<file path="config.mk">
export PLATFORM = sky130hd
export DESIGN_NAME = fifo_burst_reader
export DESIGN_NICKNAME = d
export VERILOG_FILES = /design/src/rtl/fifo_burst_reader_pkg.sv /design/src/rtl/fifo_out_buf.sv /design/src/rtl/fifo_burst_reader.sv
export SDC_FILE = /design/constraint.sdc
export NUM_CORES = 1
export LEC_CHECK = 0
export BUFFER_PORTS_ARGS = -buffer_cell sky130_fd_sc_hd__buf_2
export CAP_MARGIN = 20
export CORE_MARGIN = 5
export CORE_UTILIZATION = 40
export DETAILED_ROUTE_END_ITERATION = 16
export PLACE_DENSITY = 0.69
export SLEW_MARGIN = 20
export SYNTH_ARGS = -nofsm -noshare
export SYNTH_HDL_FRONTEND = slang
export SYNTH_SLANG_ARGS = --single-unit
export TNS_END_PERCENT = 1
</file>
<file path="constraint.sdc">
create_clock -name clk -period 2.5 [get_ports clk]
set_input_delay 0.25 -clock clk [delete_from_list [all_inputs] [get_ports clk]]
set_output_delay 0.25 -clock clk [all_outputs]
set_load 0.02 [all_outputs]
</file>
<file path="src/rtl/fifo_burst_reader_pkg.sv">
// Shared types and sizing for the FIFO burst reader and its output buffer.
package fifo_burst_reader_pkg;

  typedef enum logic [1:0] {
    IDLE  = 2'd0,
    FETCH = 2'd1,
    DRAIN = 2'd2,
    DONE  = 2'd3
  } state_t;

  localparam int BUF_DEPTH = 3;
  localparam int OCC_WIDTH = $clog2(BUF_DEPTH + 1);
  localparam int PTR_WIDTH = $clog2(BUF_DEPTH);

  // Buffer depth is not a power of two, so pointers wrap explicitly.
  function automatic logic [PTR_WIDTH-1:0] next_ptr(input logic [PTR_WIDTH-1:0] ptr);
    return (ptr == PTR_WIDTH'(BUF_DEPTH - 1)) ? '0 : ptr + PTR_WIDTH'(1);
  endfunction

endpackage

</file>
<file path="src/rtl/fifo_out_buf.sv">
// Small in-order output buffer: register array with wrap-around pointers.
module fifo_out_buf
  import fifo_burst_reader_pkg::*;
#(
  parameter int DATA_WIDTH = 4
) (
  input  logic                  clk,
  input  logic                  rst,
  input  logic                  push,
  input  logic [DATA_WIDTH-1:0] push_data,
  input  logic                  pop,
  output logic [DATA_WIDTH-1:0] head_data,
  output logic [OCC_WIDTH-1:0]  count
);

  logic [DATA_WIDTH-1:0] mem [BUF_DEPTH];
  logic [PTR_WIDTH-1:0]  wr_ptr;
  logic [PTR_WIDTH-1:0]  rd_ptr;

  // The owner never pushes into a full buffer nor pops an empty one.
  always_ff @(posedge clk) begin
    if (rst) begin
      for (int i = 0; i < BUF_DEPTH; i++) begin
        mem[i] <= '0;
      end
      wr_ptr <= '0;
      rd_ptr <= '0;
      count  <= '0;
    end else begin
      if (push) begin
        mem[wr_ptr] <= push_data;
        wr_ptr      <= next_ptr(wr_ptr);
      end
      if (pop) begin
        rd_ptr <= next_ptr(rd_ptr);
      end
      case ({push, pop})
        2'b10:   count <= count + OCC_WIDTH'(1);
        2'b01:   count <= count - OCC_WIDTH'(1);
        default: count <= count;
      endcase
    end
  end

  assign head_data = mem[rd_ptr];

endmodule

</file>
<file path="src/rtl/fifo_burst_reader.sv">
// Drains a fixed-length burst from a 1-cycle-latency FIFO onto a valid/ready stream.
module fifo_burst_reader
  import fifo_burst_reader_pkg::*;
#(
  parameter int DATA_WIDTH = 4,
  parameter int LEN_WIDTH  = 5
) (
  input  logic                  clk,
  input  logic                  rst,
  input  logic                  start,
  input  logic [LEN_WIDTH-1:0]  burst_len,
  input  logic                  fifo_empty,
  input  logic [DATA_WIDTH-1:0] fifo_data,
  output logic                  fifo_read_en,
  output logic                  m_valid,
  input  logic                  m_ready,
  output logic [DATA_WIDTH-1:0] m_data,
  output logic                  m_last,
  output logic                  busy,
  output logic                  done,
  output logic [LEN_WIDTH-1:0]  xfer_count
);

  state_t                state;
  state_t                state_next;
  logic [LEN_WIDTH-1:0]  remaining;
  logic [LEN_WIDTH-1:0]  latched_len;
  logic                  rd_inflight;
  logic                  pop;
  logic [OCC_WIDTH-1:0]  buf_count;
  logic [OCC_WIDTH-1:0]  occ;
  logic [DATA_WIDTH-1:0] head_data;

  fifo_out_buf #(
    .DATA_WIDTH(DATA_WIDTH)
  ) u_out_buf (
    .clk       (clk),
    .rst       (rst),
    .push      (rd_inflight),
    .push_data (fifo_data),
    .pop       (pop),
    .head_data (head_data),
    .count     (buf_count)
  );

  // Credit check counts the in-flight read so captured data always has a slot;
  // it deliberately ignores this cycle's pop to keep m_ready off the read path.
  always_comb begin
    occ          = buf_count + OCC_WIDTH'(rd_inflight);
    fifo_read_en = (state == FETCH) && (remaining != '0) && !fifo_empty &&
                   (occ < OCC_WIDTH'(BUF_DEPTH));
    m_valid      = (buf_count != '0);
    pop          = m_valid && m_ready;
    m_data       = m_valid ? head_data : '0;
    m_last       = m_valid && (xfer_count == latched_len - LEN_WIDTH'(1));
    busy         = (state != IDLE);
    done         = (state == DONE);
    state_next   = state;
    case (state)
      IDLE: begin
        if (start) begin
          state_next = (burst_len != '0) ? FETCH : DONE;
        end
      end
      FETCH: begin
        if (fifo_read_en && (remaining == LEN_WIDTH'(1))) begin
          state_next = DRAIN;
        end
      end
      DRAIN: begin
        if (pop && m_last) begin
          state_next = DONE;
        end
      end
      DONE:    state_next = IDLE;
      default: state_next = IDLE;
    endcase
  end

  always_ff @(posedge clk) begin
    if (rst) begin
      state       <= IDLE;
      remaining   <= '0;
      latched_len <= '0;
      xfer_count  <= '0;
      rd_inflight <= 1'b0;
    end else begin
      state       <= state_next;
      rd_inflight <= fifo_read_en;
      if ((state == IDLE) && start) begin
        remaining   <= burst_len;
        latched_len <= burst_len;
        xfer_count  <= '0;
      end else begin
        if (fifo_read_en) begin
          remaining <= remaining - LEN_WIDTH'(1);
        end
        if (pop) begin
          xfer_count <= xfer_count + LEN_WIDTH'(1);
        end
      end
    end
  end

endmodule

</file>
; Word level (Yosys, flattened, before mapping)
; Memory sizes are Yosys's and may differ from the RTL's. A register that Yosys moved wholly into a read port is not among the register bits.
; Cells that the tools add are included.
; Widths: inputs -> output; s select.
[word_totals]
regBits = 24
latch_bits = 0
ramBits = 12
mem_bits_ro = 0
input_bits = 14
output_inout_bits = 14
mem_count = 1
[classes]
add_sub_neg = 8
multipliers = 0
div = 0
magnitude_cmp = 1
eq_ne = 12
n_shift = 0
muxes = 21
n_bitwise = 0
n_reduce_logical = 19
[mem_list]
columns = name, depth, word_bits, read_ports, rd_ports_with_merged_regs, wr, line
row1 = u_out_buf.mem, 3, 4, 1, 1, 3, fifo_out_buf.sv:16  ; logic [DATA_WIDTH-1:0] mem [BUF_DEPTH];
[op_table]
columns = cell, count
row1 = $mux 2, 9
row2 = $eq 2x2->1 const B, 5
row3 = $mux 5, 2
row4 = $reduce_bool 5->1, 2
row5 = $sub 5x1->5 const B, 2
row6 = $logic_and 1x1->1, 8
row7 = $mux 4, 2
row8 = $pmux 2 s4, 1
row9 = $reduce_bool 2->1, 4
row10 = $add 2x1->2 const B, 3
row11 = $mux 1, 6
row12 = $add 5x1->5 const B, 1
row13 = $eq 5x1->1 const B, 1
row14 = $eq 5x5->1, 1
row15 = $eq 2x1->1 const B, 2
row16 = $ne 2x2->1 const B, 2
row17 = $pmux 2 s2, 1
row18 = $reduce_or 4->1, 1
row19 = $reduce_and 3->1, 1
row20 = $add 2x1->2, 1
row21 = $logic_not 2->1, 1
row22 = $lt 2x2->1 const B, 1
row23 = $ne 2x1->1 const B, 1
row24 = $reduce_or 2->1, 1
row25 = other kinds (2), 2

; Depth between registers and ports, before layout
[depth]
ltp_word = 7
mapped_depth = 7
mapped_depth_nobuf = 7

; Modules after synthesis
; Synthesis repeated with hierarchy kept, for this count alone.
[hier_totals]
cells_unflattened = 207
hier_area_um2 = 2097.0
[by_module_without_submodules]
columns = mod, n_inst, cells_per_inst, area_per_inst_um2, seq_area_each_um2
row1 = fifo_burst_reader, 1, 134, 1102.3, 360.3
row2 = fifo_out_buf, 1, 73, 994.7, 640.6

; Worst setup path before layout
; No wires, ideal clock.
[synth_timing]
path_type = flip-flop to flip-flop
startpoint = reg latched_len[0]
endpoint = reg state[1]
setup_time_ns = 0.121
t_arrival_ns = 2.218
slack_ns = 0.161
stages_incl_launch_ff = 8
path_buffers = 0
cell_sequence = dfxtp_1 inv_1 ha_1 o21ba_1 a221o_1 a2111oi_2 o21ai_1 mux2_2
[synth_between]
elab_chain_cells = 6
[synth_lines]
columns = item, line
row1 = from (decl), fifo_burst_reader.sv:27  ; logic [LEN_WIDTH-1:0] latched_len;
row2 = from (signal assigned), fifo_burst_reader.sv:92  ; latched_len <= burst_len;
row3 = $sub 5x1->5, fifo_burst_reader.sv:55  ; m_last = m_valid && (xfer_count == latched_len - LEN_WIDTH'(1));
row4 = $eq 5x5->1, fifo_burst_reader.sv:55
row5 = $logic_and 1x1->1, fifo_burst_reader.sv:55
row6 = via m_last, fifo_burst_reader.sv:18  ; output logic m_last,
row7 = $logic_and 1x1->1, fifo_burst_reader.sv:71  ; if (pop && m_last) begin
row8 = $ne 2x2->1 (no source line), -
row9 = $reduce_and 3->1 (no source line), -
row10 = to (signal assigned), fifo_burst_reader.sv:88  ; state <= state_next;
row11 = to (decl), fifo_burst_reader.sv:24  ; state_t state;
; The timed path passes the listed nets, and every way through them passes these cells.
; A chain may end at the register's enable or synchronous reset.

; Worst setup path after layout
[layout_timing]
startpoint = reg latched_len[0]
endpoint = out m_last
[layout_between]
elab_chain_cells = 3
[layout_lines]
columns = item, line
row1 = $sub 5x1->5, fifo_burst_reader.sv:55
row2 = $eq 5x5->1, fifo_burst_reader.sv:55
row3 = $logic_and 1x1->1, fifo_burst_reader.sv:55
row4 = to (decl), fifo_burst_reader.sv:18
; No other way between the ends.

==> impl_metrics.csv <==
group,metric,value,unit
final_layout,antenna_cells_inserted,0,
synth,netlist.top_cell.by_area,"dfxtp_1",
synth,netlist_area,2080,µm²
timing,final_min_period,2.39,ns
worst_setup_path,reg2reg_slack,0.35,ns
worst_setup_path,critical_path.top_delay_family,"compound AO/OA/AOI/OAI gates",
place,io_buffers,27,
worst_setup_path,cp.arrival,2.14,ns
worst_setup_path,setup.worst_path.class,"register to output port",
place,dp_hpwl,2880,µm
worst_setup_path,startpoint_type,"register",
cts,clock_sinks,42,
worst_setup_path,required,2.25,ns
synth,warning_count_from_the_yosys_run,0,
cts,cts_buf_count,5,
drt,highest_layer,"met4",
drt,residual_drc,0,
drt,wl_met1,1810,µm
synth,ys_async_sr_fraction,0,
worst_setup_path,critical_path_cell_count,6,
synth,count_of_flip_flops_with_a_built_in_enable_after_synthesis,16,
cts,clockBufferDepth,2,
worst_setup_path,cp_slowest_cell,"dfxtp_1",
final_layout,syn2layout_area_growth,15.6,%
synth,synth_top_flop_cell,"dfxtp_1",
timing,maxSlewViolCount,0,
synth,synth.top_cells.by_area,"dfxtp_1 (25%), edfxtp_1 (23%), ha_1 (7.2%), xor2_1 (4.6%), mux4_2 (4.3%)",
timing,setup_ws,0.106,ns
synth,synth_top_area_frac,0.250,
synth,syn_inst,202,
global_route,grt_util_all_layers,0.127,
worst_setup_path,timing.critical_path.buf_inv,2,
global_route,maximum_number_of_pins_on_one_net_before_global_route_repair,26,
final_layout,final_layout_size_suffix_gt1_frac,0.196,
global_route,vias_in_the_first_global_route,1378,
drt,overall_via_count_from_detail_route,1459,
run_status,run_status,"finished clean",
cts,cts_post_setup_buffers_inserted,0,
drt,initialDrtViolationCount,80,
power,irDropWorstVdd,0.450,mV
worst_setup_path,crit_start,"latched_len[0]",
synth,synth.net_count,228,
drt,detailroute.wirelength.met3,156,µm
die,floorplan.die.width,82.1,µm
die,fp.dieH,82.1,µm
place,place.detailed.instances,297,
die,floorplan.die_area,6740,µm²
worst_setup_path,crit-reg2reg-launch,"latched_len[0]",
cts,cts_max_level,2,
die,initial_utilization,0.410,
timing,fin_skew,0.00874,ns
worst_setup_path,worst_path_largest_cell_delay,0.39,ns
synth,synthesis.area_per_instance,10.3,µm²
global_route,first_pass_grt_wire_length,6370,µm
drt,avgViaCountPerCell,4.78,
cts,ctsRootBufferMaster,"clkbuf_8",
power,power_per_cell_area,818,nW/µm²
timing,report.final.hold_viol_count,0,
worst_setup_path,critical_path_cell_by_cell,"inv_1 -> ha_1 -> o21ba_1 -> a221o_1 -> a2111oi_4 -> buf_2",
cts,clkTransAtPathRegs,0.08,ns
worst_setup_path,crit_fanout,4,
cts,postCtsHoldBufs,0,
timing,hold_ws,0.182,ns
worst_setup_path,r2r.worst_path.cells,7,
flow_run,drv_cap,0,
timing,clock.fmax,0.418,GHz
timing,relSlewSlack,0.606,
global_route,globalRouteOverflowTotal,0,
worst_setup_path,critPathCapture,"m_last",
drt,total_iterations_of_the_first_detailed_routing_run,4,
cts,clock_insertion_delay_at_the_later_pin_of_the_skew_report,0.29,ns
drt,wl_per_cell,12.4,µm
final_layout,finish.net_count,260,
die,core,5070,µm²
worst_setup_path,r2r-end,"state[1]",
drt,ant_nets,0,
die,io_pins,28,
place,routabilityCongestion,0.773,
timing,grt_setup_unrepaired,"no",
drt,routed_wl,3800,µm
timing,tightestPinTransition,0.586,ns
global_route,grt_antenna_before_repair,0,
synth,synth_most_common_cell,"dfxtp_1",
drt,wl_met2,1750,µm
power,leakagePower,0.990,nW
die,fp-row-count,26,
synth,synth_top_cells_by_count,"dfxtp_1 (26), nand2_1 (20), nor2_1 (18)",
synth,synth_cell_types,38,
hold_path,holdCritPathClass,"primary input to register",
synth,sequential_fraction_of_the_synthesis_area,0.481,
worst_setup_path,setup.worst_path.end_class,"output port",
synth,ys_seq_elements,42,
cts,cts_tree,"yes",
timing,timing.final.setup_violations,0,
timing,timing.final.crit_share,0.958,
final_layout,instances_no_fill,305,
place,pre_cts_ws,0.326,ns
timing,tns,0,ns
==> per-layer routing <==
layer	up-vias	global-route usage
met4	0	0.0598
met3	8	0.0347
li1	766	-
met5	-	0
met2	20	0.200
met1	665	0.160
==> layout by cell type (no fill, tap or decap), types with 6 or more instances in the layout <==
master	instances
a21oi_1	13
inv_1	13
buf_2	27
and2_1	12
edfxtp_1	16
nand2_1	20
xor2_1	11
dfxtp_1	26
nor2_1	18
o21ai_0	6
ha_1	12
==> how the worst min path moves through the flow <==
| stage | startpoint | to | slack (ns) | depth (start not counted) |
|---|---|---|---|---|
| after floorplan | fifo_data[0] | u_out_buf.mem[3][0] | 0.35 | 0 |
| final | fifo_data[2] | u_out_buf.mem[3][2] | 0.18 | 1 |
| after global routing | fifo_data[0] | u_out_buf.mem[3][0] | 0.17 | 1 |
| after CTS | fifo_data[3] | u_out_buf.mem[3][3] | 0.17 | 1 |
| after detailed placement | latched_len[1] | latched_len[1] | 0.46 | 2 |
| after global placement | latched_len[1] | latched_len[1] | 0.46 | 2 |
==> report_power, final <==
group	switching (W)	leakage, nW	internal [W]
Clock	0.000229	0.0579	0.000294
Sequential	0.0000721	0.372	0.000786
Combinational	0.000339	0.560	0.000250
==> layout make-up <==
| cell class | count | area (µm²) |
|---|---|---|
| Inverter | 13 | 48.8 |
| Tap cell | 70 | 87.6 |
| Multi-Input combinational cell | 144 | 1020 |
| Clock inverter | 3 | 40.0 |
| Fill cell | 490 | 2670 |
| Timing Repair Buffer | 28 | 143 |
| Clock buffer | 5 | 68.8 |
| Sequential cell | 42 | 1000 |
==> timing repair <==
item | 4_1_cts | 5_1_grt
endpoints found under the hold margin | 0 | 0
resized for setup | 0 | 1
setup endpoints to repair | 0 | 1
==> sequential cells by signal, indices dropped and copies added (netlist names), named ones only <==
register,flops
state,2
remaining,5
u_out_buf.mem,16
latched_len,5
xfer_count,5
u_out_buf.count,2
rd_inflight,1
u_out_buf.wr_ptr,2
u_out_buf.rd_ptr,2
==> kinds of logic (layout without fill, tap and decap cells) <==
group | after synthesis | in the layout | share of synthesized area
AND/OR/NAND/NOR | 80 | 80 | 0.195
flip-flops | 42 | 42 | 0.481
AO/OA/AOI/OAI | 31 | 31 | 0.0998
XOR/XNOR | 16 | 16 | 0.0673
buffers and inverters | 16 | 49 | 0.0361
adder cells (fa/ha/maj) | 12 | 12 | 0.0722
multiplexers | 5 | 5 | 0.0487
==> stage by stage <==
step | total power [W] | util | instance area, µm²
5_1_grt | 0.00211 | 0.474 | 2410
2_1_floorplan | 0.00131 | - | 2080
4_1_cts | 0.00198 | 0.472 | 2390
6_report | 0.00197 | 0.474 | 2410
3_5_place_dp | 0.00146 | 0.450 | 2280
3_3_place_gp | 0.00145 | 0.450 | 2280
Note: power is estimated with default switching activity, not from simulation.
